File: src/rtl/rs_stream_encoder.sv
// Streaming systematic Reed-Solomon encoder over GF(16): message symbols pass through, then NPAR parity symbols.
// Optional macro RS_ENC_SHORTEN_EN adds in_last so a codeword can end before K message symbols.
`timescale 1ns/1ps
module rs_stream_encoder #(
    parameter int                  K    = 9,
    parameter int                  NPAR = 6,
    parameter logic [4*NPAR-1:0]   GEN  = 24'h793CAC
) (
    input  logic       clk,
    input  logic       rst_n,
    input  logic       in_valid,
    input  logic [3:0] in_data,
`ifdef RS_ENC_SHORTEN_EN
    input  logic       in_last,
`endif
    output logic       in_ready,
    output logic       out_valid,
    output logic [3:0] out_data,
    output logic       out_last,
    input  logic       out_ready,
    output logic       encoderBusy
);

    typedef enum logic [1:0] {
        ST_IDLE = 2'd0,
        ST_MSG  = 2'd1,
        ST_PAR  = 2'd2
    } state_e;

    localparam logic [3:0] K_LAST    = 4'(K - 1);
    localparam logic [3:0] NPAR_LAST = 4'(NPAR - 1);

    // GF(16) multiply, reduction by x^4 + x + 1
    function automatic logic [3:0] gf_mul(input logic [3:0] a, input logic [3:0] b);
        logic [3:0] p;
        logic [3:0] aa;
        p  = 4'h0;
        aa = a;
        for (int i = 0; i < 4; i++) begin
            p  = p ^ (b[i] ? aa : 4'h0);
            aa = {aa[2:0], 1'b0} ^ (aa[3] ? 4'h3 : 4'h0);
        end
        return p;
    endfunction

    state_e                 state_q;
    logic [3:0]             cnt_q;
    logic [NPAR-1:0][3:0]   r_q;
    logic                   rdy_en_q;
    logic                   out_valid_q;
    logic [3:0]             out_data_q;
    logic                   out_last_q;
    logic                   busy_q;

    logic [NPAR-1:0][3:0]   enc_d;
    logic [NPAR-1:0][3:0]   shift_d;
    logic [3:0]             fb_s;
    logic                   slot_free_s;
    logic                   out_fire_s;
    logic                   accept_s;
    logic                   msg_end_s;

    assign slot_free_s = !out_valid_q || out_ready;
    assign out_fire_s  = out_valid_q && out_ready;
    assign in_ready    = rdy_en_q && (state_q != ST_PAR) && slot_free_s;
    assign accept_s    = in_valid && in_ready;

`ifdef RS_ENC_SHORTEN_EN
    assign msg_end_s   = (cnt_q == K_LAST) || in_last;
`else
    assign msg_end_s   = (cnt_q == K_LAST);
`endif

    assign out_valid   = out_valid_q;
    assign out_data    = out_data_q;
    assign out_last    = out_last_q;
    assign encoderBusy = busy_q;

    // LFSR next state for an accepted symbol, and the plain upward shift used while emitting parity
    always_comb begin
        fb_s       = r_q[NPAR-1] ^ in_data;
        enc_d      = '0;
        shift_d    = '0;
        enc_d[0]   = gf_mul(fb_s, GEN[3:0]);
        shift_d[0] = 4'h0;
        for (int i = 1; i < NPAR; i++) begin
            enc_d[i]   = r_q[i-1] ^ gf_mul(fb_s, GEN[4*i +: 4]);
            shift_d[i] = r_q[i-1];
        end
    end

    // Control FSM, parity register and registered output stage
    always_ff @(posedge clk or negedge rst_n) begin
        if (!rst_n) begin
            state_q     <= ST_IDLE;
            cnt_q       <= 4'h0;
            r_q         <= '0;
            rdy_en_q    <= 1'b0;
            out_valid_q <= 1'b0;
            out_data_q  <= 4'h0;
            out_last_q  <= 1'b0;
            busy_q      <= 1'b0;
        end else begin
            rdy_en_q <= 1'b1;

            case (state_q)
                ST_IDLE, ST_MSG: begin
                    if (accept_s) begin
                        r_q <= enc_d;
                        if (msg_end_s) begin
                            state_q <= ST_PAR;
                            cnt_q   <= 4'h0;
                        end else begin
                            state_q <= ST_MSG;
                            cnt_q   <= cnt_q + 4'h1;
                        end
                    end else begin
                        state_q <= state_q;
                    end
                end
                ST_PAR: begin
                    // Leave PAR as r[0] is loaded so the next codeword can start while it drains
                    if (slot_free_s) begin
                        if (cnt_q == NPAR_LAST) begin
                            state_q <= ST_IDLE;
                            cnt_q   <= 4'h0;
                            r_q     <= '0;
                        end else begin
                            cnt_q   <= cnt_q + 4'h1;
                            r_q     <= shift_d;
                        end
                    end else begin
                        state_q <= ST_PAR;
                    end
                end
                default: begin
                    state_q <= ST_IDLE;
                    cnt_q   <= 4'h0;
                    r_q     <= '0;
                end
            endcase

            if (accept_s) begin
                out_valid_q <= 1'b1;
                out_data_q  <= in_data;
                out_last_q  <= 1'b0;
            end else if ((state_q == ST_PAR) && slot_free_s) begin
                out_valid_q <= 1'b1;
                out_data_q  <= r_q[NPAR-1];
                out_last_q  <= (cnt_q == NPAR_LAST);
            end else if (out_fire_s) begin
                out_valid_q <= 1'b0;
                out_last_q  <= 1'b0;
            end else begin
                out_valid_q <= out_valid_q;
            end

            if (accept_s) begin
                busy_q <= 1'b1;
            end else if (out_fire_s && out_last_q) begin
                busy_q <= 1'b0;
            end else begin
                busy_q <= busy_q;
            end
        end
    end

endmodule

File: config.mk
export PLATFORM = sky130hd
export DESIGN_NAME = rs_stream_encoder
export DESIGN_NICKNAME = d
export VERILOG_FILES = /design/src/rtl/rs_stream_encoder.sv
export SDC_FILE = /design/constraint.sdc
export NUM_CORES = 1
export LEC_CHECK = 0
export ABC_AREA = 1
export BUFFER_PORTS_ARGS = -buffer_cell sky130_fd_sc_hd__buf_4
export CAP_MARGIN = 0
export CORE_ASPECT_RATIO = 1.5
export CORE_MARGIN = 3
export CORE_UTILIZATION = 64
export CTS_BUF_LIST = sky130_fd_sc_hd__clkbuf_4
export CTS_CLUSTER_SIZE = 40
export DETAILED_ROUTE_END_ITERATION = 7
export PLACE_DENSITY = 0.84
export REMOVE_ABC_BUFFERS = 1
export SYNTH_ARGS = -nofsm -noshare
export SYNTH_HDL_FRONTEND = slang
export SYNTH_SLANG_ARGS = --single-unit
File: constraint.sdc
create_clock -name clk -period 3.1 [get_ports clk]
set_input_delay 0.775 -clock clk [delete_from_list [all_inputs] [get_ports clk]]
set_output_delay 0.775 -clock clk [all_outputs]
set_load 0.1 [all_outputs]
==> results list, run 1 <==
* Number of diodes: 0
* Final worst path period need: 2.38 ns
* Filler-free cell count of the finished design: around 380
- List of most frequent post-synthesis cells: nand2_1 (131), dfrtp_1 (38), inv_1 (36), nand3_1 (25), o21ai_0 (19)
- Io pins: 16
- Summing the areas of all and, or, nand and nor instances in the mapped netlist gives approximately a third of the synthesized area.
- In the synthesized netlist the async set-or-reset flop fraction comes to 100%.
- The netlist uses 29 different library cells.
* Total global routing overflow: 0
- Biggest area consumer among synthesized cells: dfrtp_1
- Number of warnings printed during yosys synthesis: 0
- In the final layout, flip-flops and latches occupy 951 µm².
- In this run the post-CTS setup repair buffer count came out at 0.
- Yosys mapped a number of flops with a built-in enable equal to 0.
- In this design, the stage delay of the slowest critical-path cell is 0.57 ns.
- Layout Cell Area excl Fill: 0.00246 mm²
* Drt via density: approximately 5.6
* CTS root buffer: clkbuf_4
- Main combinational cell family by area after synthesis: simple AND/OR/NAND/NOR gates
- Data arrival time of the worst path: 1.60 ns
- The worst path uses 76.6% of the clock period.
* Maximum vdd drop: roughly 0.00055 V
* Portion of synthesized cell area occupied by the leading cell type: approximately two fifths
- The core region is 0.00342 mm².
- The tree built by TritonCTS fans out to 38 sinks.
- Xor/xnor cell area share of the yosys netlist: under 10%
- Most crowded layer after global routing: met2
* Mapped Area: 0.00230 mm²
* DPL Wire Length: 3770 µm
- Worst setup margin: 0.724 ns
- Number of remaining DRC errors: 0
* Met1 track demand over resource: approximately 33%
- Die Outline Area: 0.00436 mm²
- Measured in cells, the most critical reg-to-reg path has a length of 9.
- In this run the worst path has a maximum fanout of 13.
- In the global route stage, overall resource usage came out at between 20% and 30%.
* Routing usage on met2: 45.4%
- Resize count post-CTS: 0
- Counting both buffers and inverters, the worst setup path holds a total of 1.
- From synthesis to final layout, the design area changed by 7.24%.
- Across the run, the number of max-cap violations was 0.
* Clock latency reported for the late side of the worst-skew pair: 0.35 ns
- Setup slack on the worst reg-to-reg path comes out at roughly 1.1 ns.
* Count leader, synth: nand2_1
* Crit path capture type: primary output
- The number of global-route vias before repair was 2052.
* Fraction of final layout cells with drive strength greater than 1: 12.0%
- Result of the run: finished, final reports clean
- Area occupied by multi-input gates: 0.00113 mm²
- Including well taps, the total number of placed cells is around 380.
- For this design the ratio of total power to cell area is 922 mW/mm².
- Vertical die dimension: 79.4 µm
* Post-place setup slack: ~0.91 ns
- Placed Area: 0.00241 mm²
* Final hold violation count: 0
* Maximum number of pins on one net before global-route repair: 39
- Die X-Extent: 54.9 µm
* Cells along the critical path: nand2_4, nand2_2, nor2_4, buf_4
* Launching point of the worst reg2reg path: state_q[1]$_DFFE_PN0P_
* Number of slew-limit violations in the final report: 0
- Maximum clock rate: 421 MHz
- Via count: 2143
- Net count of the finished layout: 352
* Met3 layer usage reported by global route: 5.23%
* Sequential fraction of the synthesis area: 41.4%
* Maximum buffer depth of the clock tree: 2
* Number of hold-repair buffers added at the cts stage: 0
* Worst flop-to-flop path endpoint: r_q[9]$_DFFE_PN0P_
- Compound-cell area share of the yosys netlist: ~12%
* Total Neg Setup Slack: 0 ns
- TritonCTS built the clock tree.
* RSZ-0062 raised after global routing: no
- # port buffers: 15
* Initial core utilization: 67.3%
- The worst setup path is of the reg -> out kind.
* Placement Rows: 26
* Synthesized-area fraction occupied by adder cells: between 1.5 and 2%
* Launching element type of the critical path: flip-flop
* Number of nets with antenna violations after routing: 0
- Total number of H-tree levels: 2
- Post-Synthesis Mean Instance Area: ~7.0 µm²
- Type of the tightest min-delay check: in -> async
- Slowest stage cell, crit path: dfrtp_1
* TritonCTS Buffers: 5
- Top area cells in the synthesized netlist: dfrtp_1 (41%), nand2_1 (21%), inv_1 (5.9%), nand3_1 (5.4%), o21ai_0 (4.1%)
- Clock Skew: between 0.007 and 0.008 ns
- At the worst endpoint, the required time is 2.32 ns.
* Pleak: 1.34 nW
- Of the post-synthesis cell area, the part taken by muxes is 0%.
- The final layout contains routed wiring with a total length of ~5200 µm.
- Synthesis produced 327 cells.
- Counting flops and latches in the post-synthesis netlist gives 38.
- The initial antenna violation count was 0.
- Setup violations remaining at the end of the flow were counted as 0.
* Number of iterations in the first detailed-routing pass: 4
- Clock transition time at the flip-flop clock pins of the worst setup and hold paths: 0.12 ns
* First-pass GRT wire length: 8940 µm
- At the end of routability-driven placement, the weighted congestion stood at between 0.9 and 1.
- Cell family contributing the most delay on the critical path: flip-flops
- In this run, the number of DRC markers left after iteration 0 of detailed routing was 104.
- Dominant register cell in the synthesized netlist: dfrtp_1
- Routed WL per cell: 13.5 µm
- Fillcell total: 310
-- through the flow --
stage	utilization, %	hold WS [ns]	power, mW
2_1_floorplan	-	0.449	1.73
6_report	72.2	0.367	2.27
3_3_place_gp	70.6	0.467	1.97
3_5_place_dp	70.6	0.466	2.01
4_1_cts	72.2	0.386	2.26
5_1_grt	72.2	0.385	2.50
-- how the worst max path moves through the flow --
| stage | from | to | cells past startpoint |
|---|---|---|---|
| global route | state_q[1]$_DFFE_PN0P_ | in_ready | 4 |
| global placement | out_ready | in_ready | 4 |
| CTS | state_q[1]$_DFFE_PN0P_ | in_ready | 4 |
| finish | state_q[1]$_DFFE_PN0P_ | in_ready | 4 |
| floorplan | out_valid$_DFFE_PN0P_ | cnt_q[2]$_DFFE_PN0P_ | 10 |
| detailed placement | out_ready | r_q[9]$_DFFE_PN0P_ | 9 |
-- where the power goes --
part	total, mW	leakage, nW	switching, mW	internal, mW
sequential	0.849	0.462	0.158	0.691
combinational	1.16	0.850	0.784	0.379
clock	0.259	0.0286	0.174	0.0844
-- worst reg2reg max path, delay by kind of cell, from the launching register on --
kind                   cells  cell delay, ns
AOI/OAI and AO/OA          2            0.30
buffers and inverters      1            0.34
DFF                        1            0.57
and+or+nand+nor            6            0.73
-- per-layer routing --
metal | vias up | routed length (µm)
met3 | 10 | 223
met4 | 0 | 98
met2 | 69 | 2760
met5 | - | 0
li1 | 1064 | -
met1 | 1000 | 2110
-- state kept, by name, summed over array words and instances (netlist names) --
name and count:
encoderBusy 1, out_valid 1, cnt_q 4, out_last 1, out_data 4, state_q 2
r_q 24, rdy_en_q 1
-- layout make-up --
type | count | share of cell area [%]
timing repair buffer | 16 | 4.87
multi-input combinational | 238 | 45.8
sequential | 38 | 38.6
clock buffer | 5 | 1.52
inverter | 42 | 6.40
clock inverter | 3 | 0.660
tap | 42 | 2.13
-- cells in the final DEF (no fill, tap or decap), types with 4 or more instances in the layout --
master / count
nand2_1: 131
buf_4: 16
a21oi_1: 11
o21ai_0: 19
inv_1: 36
nor2_1: 10
dfrtp_1: 38
o21ai_1: 9
inv_2: 6
nand2_2: 4
nand2_4: 4
o221ai_1: 4
clkbuf_4: 5
nand3_1: 25
-- logic make-up (layout without fill, tap and decap cells) --
| kind of cell | Yosys count | in the layout |
|---|---|---|
| flip-flops | 38 | 38 |
| buffers and inverters | 51 | 66 |
| AO/OA/AOI/OAI | 50 | 50 |
| adder cells (fa/ha/maj) | 3 | 3 |
| other | 1 | 1 |
| AND/OR/NAND/NOR | 181 | 181 |
| XOR/XNOR | 3 | 3 |
No activity file was read; power rests on OpenSTA's default activity.
==> run 2: changes to the inputs <==
--- a/config.mk
+++ b/config.mk
@@ -10,11 +10,11 @@
 export CAP_MARGIN = 0
 export CORE_ASPECT_RATIO = 1.5
 export CORE_MARGIN = 3
-export CORE_UTILIZATION = 64
+export CORE_UTILIZATION = 62
 export CTS_BUF_LIST = sky130_fd_sc_hd__clkbuf_4
 export CTS_CLUSTER_SIZE = 40
 export DETAILED_ROUTE_END_ITERATION = 7
-export PLACE_DENSITY = 0.84
+export PLACE_DENSITY = 0.82
 export REMOVE_ABC_BUFFERS = 1
 export SYNTH_ARGS = -nofsm -noshare
 export SYNTH_HDL_FRONTEND = slang
==> constraint.sdc (replaced) <==
create_clock -name clk -period 2.35 [get_ports clk]
set_input_delay 0.5875 -clock clk [delete_from_list [all_inputs] [get_ports clk]]
set_output_delay 0.5875 -clock clk [all_outputs]
set_load 0.1 [all_outputs]
==> run 2 against run 1 <==
Core utilization is 0.92 points lower; combinational power is 33% higher; via count is 0.61% higher.
==> results list, run 2 (synthesis gave the netlist of run 1 again) <==
- The post-cts hold buffer count is 0 (unchanged).
- The internal cell power was 1.54 mW (was 1.15 mW).
* Growth of design area from synthesis to finish: 7.89% (was 7.24%)
- The part of the total power dissipated in combinational logic came to 51.2% (about the same).
* Placed Area: 0.00243 mm² (was 0.00241 mm²)
* Largest fanout on the critical path: 3 (was 13)
- Cells along the critical path: inv_2, nand2_4, nand2_2, nor2_4, buf_4 (was nand2_4, nand2_2, nor2_4, buf_4).
* Total Neg Setup Slack: 0 ns (unchanged)
- Slowest stage cell, crit path: dfrtp_1 (unchanged)
- Number of slew-limit violations in the final report: 0 (unchanged)
* Filler-free cell count of the finished design: 386 (was 384)
- Maximum vdd drop: 0.000767 V (was 0.000548 V)
- Vertical die dimension: 80.6 µm (was 79.4 µm)
- The maximum level of the CTS H-tree came to 2 (unchanged).
- Pwr Total: 3.01 mW (was 2.27 mW)
* Worst flop-to-flop path endpoint: cnt_q[2]$_DFFE_PN0P_ (was r_q[9]$_DFFE_PN0P_)
- Number of diodes: 0 (unchanged)
* DPL Wire Length: 3840 µm (was 3770 µm)
- Io pins: 16 (unchanged)
- The number of flip-flops in the largest register was 24 (unchanged).
- Result of the run: finished, final reports clean (unchanged).
- The TritonCTS sink count was 38 (unchanged).
- Flop2flop setup slack: 0.57 ns (was 1.08 ns)
- Max incr delay on CP: 0.39 ns (was 0.57 ns)
- Vias in the first global route: 2080 (was 2052)
- Biggest register: r_q (unchanged)
- Routed WL per cell: 13.8 µm (was 13.5 µm)
* Clock latency reported for the late side of the worst-skew pair: 0.35 ns (about the same)
* Number of iterations in the first detailed-routing pass: 4 (unchanged)
- Register-to-Register Path Depth: 9 (unchanged)
* Launch point of the critical path: state_q[0]$_DFFE_PN0P_ (was state_q[1]$_DFFE_PN0P_)
- Switch share: 48.8% (was 49.2%)
* Total global routing overflow: 0 (unchanged)
* Critical path class: reg -> out (unchanged)
* Clock Skew: 0.00689 ns (was 0.00719 ns)
- The filler cell count in the final layout came to 297 (was 310).
* Maximum buffer depth of the clock tree: 2 (unchanged)
- Power density over the cells: 1210 mW/mm² (was 922 mW/mm²)
- The net count of the finished layout is 354 (was 352).
- The die area was 0.00449 mm² (was 0.00436 mm²).
- Number of DRC violations after detailed-routing iteration 0: 107 (was 104)
- Crit path capture type: primary output (unchanged)
- The most common cell after layout, fill and taps aside is nand2_1 (unchanged).
- Final hold violation count: 0 (unchanged)
* Maximum clock rate: 504 MHz
- The overall routing resource usage was 26.5% (was 27.5%).
* # port buffers: 15 (unchanged)
* First-pass GRT wire length: 9210 µm (was 8940 µm)
- Core Box Area: 0.00348 mm² (was 0.00342 mm²)
* Number of antenna violations at the first check in global routing: 0 (unchanged)
- The post-CTS setup buffer count was 0 (unchanged).
- Launching point of the worst reg2reg path: cnt_q[1]$_DFFE_PN0P_ (was state_q[1]$_DFFE_PN0P_)
- Max Cap Viol: 0 (unchanged)
- Number of nets with antenna violations after routing: 0 (unchanged)
* Weighted congestion reported at the end of routability-driven placement: 0.918 (was 0.910)
- The routed design could run at a clock period as short as 1.98 ns.
* Worst path required time: 1.76 ns (was 2.32 ns)
- The via density per instance is 5.59 (was 5.58).
* Type of the tightest min-delay check: in -> async (unchanged)
- The effective utilization at floorplan came to 66.0% (was 67.3%).
- Clock tree from TritonCTS: built (unchanged)
- Wire length after detailed routing: 5310 µm (was 5190 µm)
* Clock network fraction of design power: 11.3% (was 11.4%)
- Placement Rows: 26 (unchanged)
- Data arrival time of the worst path: 1.39 ns (was 1.60 ns)
- The critical path launch point type was a flip-flop (unchanged).
* Fraction of final layout cells with drive strength greater than 1: 12.5% (was 12.0%)
- The final design area excluding fillers was 0.00248 mm² (was 0.00246 mm²).
- Instance count after placement with tap cells included: 378 (was 376)
- The cell at the root of the clock tree was clkbuf_4 (unchanged).
- Maximum number of pins on one net before global-route repair: 39 (unchanged)
- Most used cells in the layout excluding fill and tap cells: nand2_1 (131), dfrtp_1 (38), inv_1 (36), nand3_1 (25), o21ai_0 (19) (unchanged).
* Resize count post-CTS: 0 (unchanged)
- RSZ-0062 raised after global routing: no (unchanged)
- The total via count in the routed design came to 2156 (was 2143).
- Final Cycle Share: 84.4%
- The fraction of power consumed by sequential logic is 37.5% (was 37.4%).
- Die X-Extent: 55.7 µm (was 54.9 µm)
- Share of the core filled with cells: 71.2% (was 72.2%)
- The final count of negative-setup-slack endpoints is 0 (unchanged).
- The register clock-pin slew on the reported worst setup and hold paths is 0.11 ns (was 0.12 ns).
- The total DRC errors in the routed layout is 0 (unchanged).
- Pleak: 1.36 nW (was 1.34 nW)
* Switching power total: 1.47 mW (was 1.12 mW)
- The number of buffers added by the clock tree synthesis step came to 5 (unchanged).
run 2: cell types whose count changed in the layout (fill, tap and decap cells not counted), sizes merged:
cell and delta:
clkinvlp -1, clkbuf +1, buf +2
run 2: power by group through the flow:
stage	registers [mW]	logic [mW]	clock network (mW)
final	1.13	1.54	0.341
after CTS	1.12	1.54	0.348
after global placement	1.12	1.49	0
after floorplan	1.19	1.09	0
after detailed placement	1.14	1.52	0
after global routing	1.16	1.79	0.373
run 2: worst max path at each step:
stage	end	slack, ns	depth (start not counted)
after global placement	r_q[18]$_DFFE_PN0P_	0.49	9
final	in_ready	0.37	5
after detailed placement	r_q[9]$_DFFE_PN0P_	0.46	9
after floorplan	cnt_q[2]$_DFFE_PN0P_	-0.1	10
after global routing	in_ready	0.30	5
after CTS	in_ready	0.36	5
run 2: metal layers:
metal / GRT usage (%) / routed length (µm) / up-vias
met5: 0 / 0 / -
met4: 13.4 / 130 / 0
met3: 4.82 / 260 / 13
met2: 48.6 / 2820 / 63
met1: 28.9 / 2100 / 1016
li1: - / - / 1064
run 2: final cells by class:
cell class | count | area [µm²] | share of cell area (%)
inverters | 42 | 158 | 6.36
well taps | 42 | 52.6 | 2.12
clock buffers | 6 | 45.0 | 1.82
clock inverters | 2 | 8.76 | 0.353
flip-flops and latches | 38 | 951 | 38.3
repair buffers | 18 | 135 | 5.45
multi-input cells | 238 | 1130 | 45.6
run 2: metrics by stage:
stage | hold WS [ns] | setup slack, ns
4_1_cts | 0.188 | 0.358
2_1_floorplan | 0.292 | -0.0963
3_5_place_dp | 0.467 | 0.458
3_3_place_gp | 0.465 | 0.494
6_report | 0.176 | 0.368
5_1_grt | 0.199 | 0.303
run 2: worst max-delay path: cells and delay by family (launching register included):
family	cells	cell delay, ns
flops	1	0.39
buf+inv	2	0.37
simple gates	3	0.28
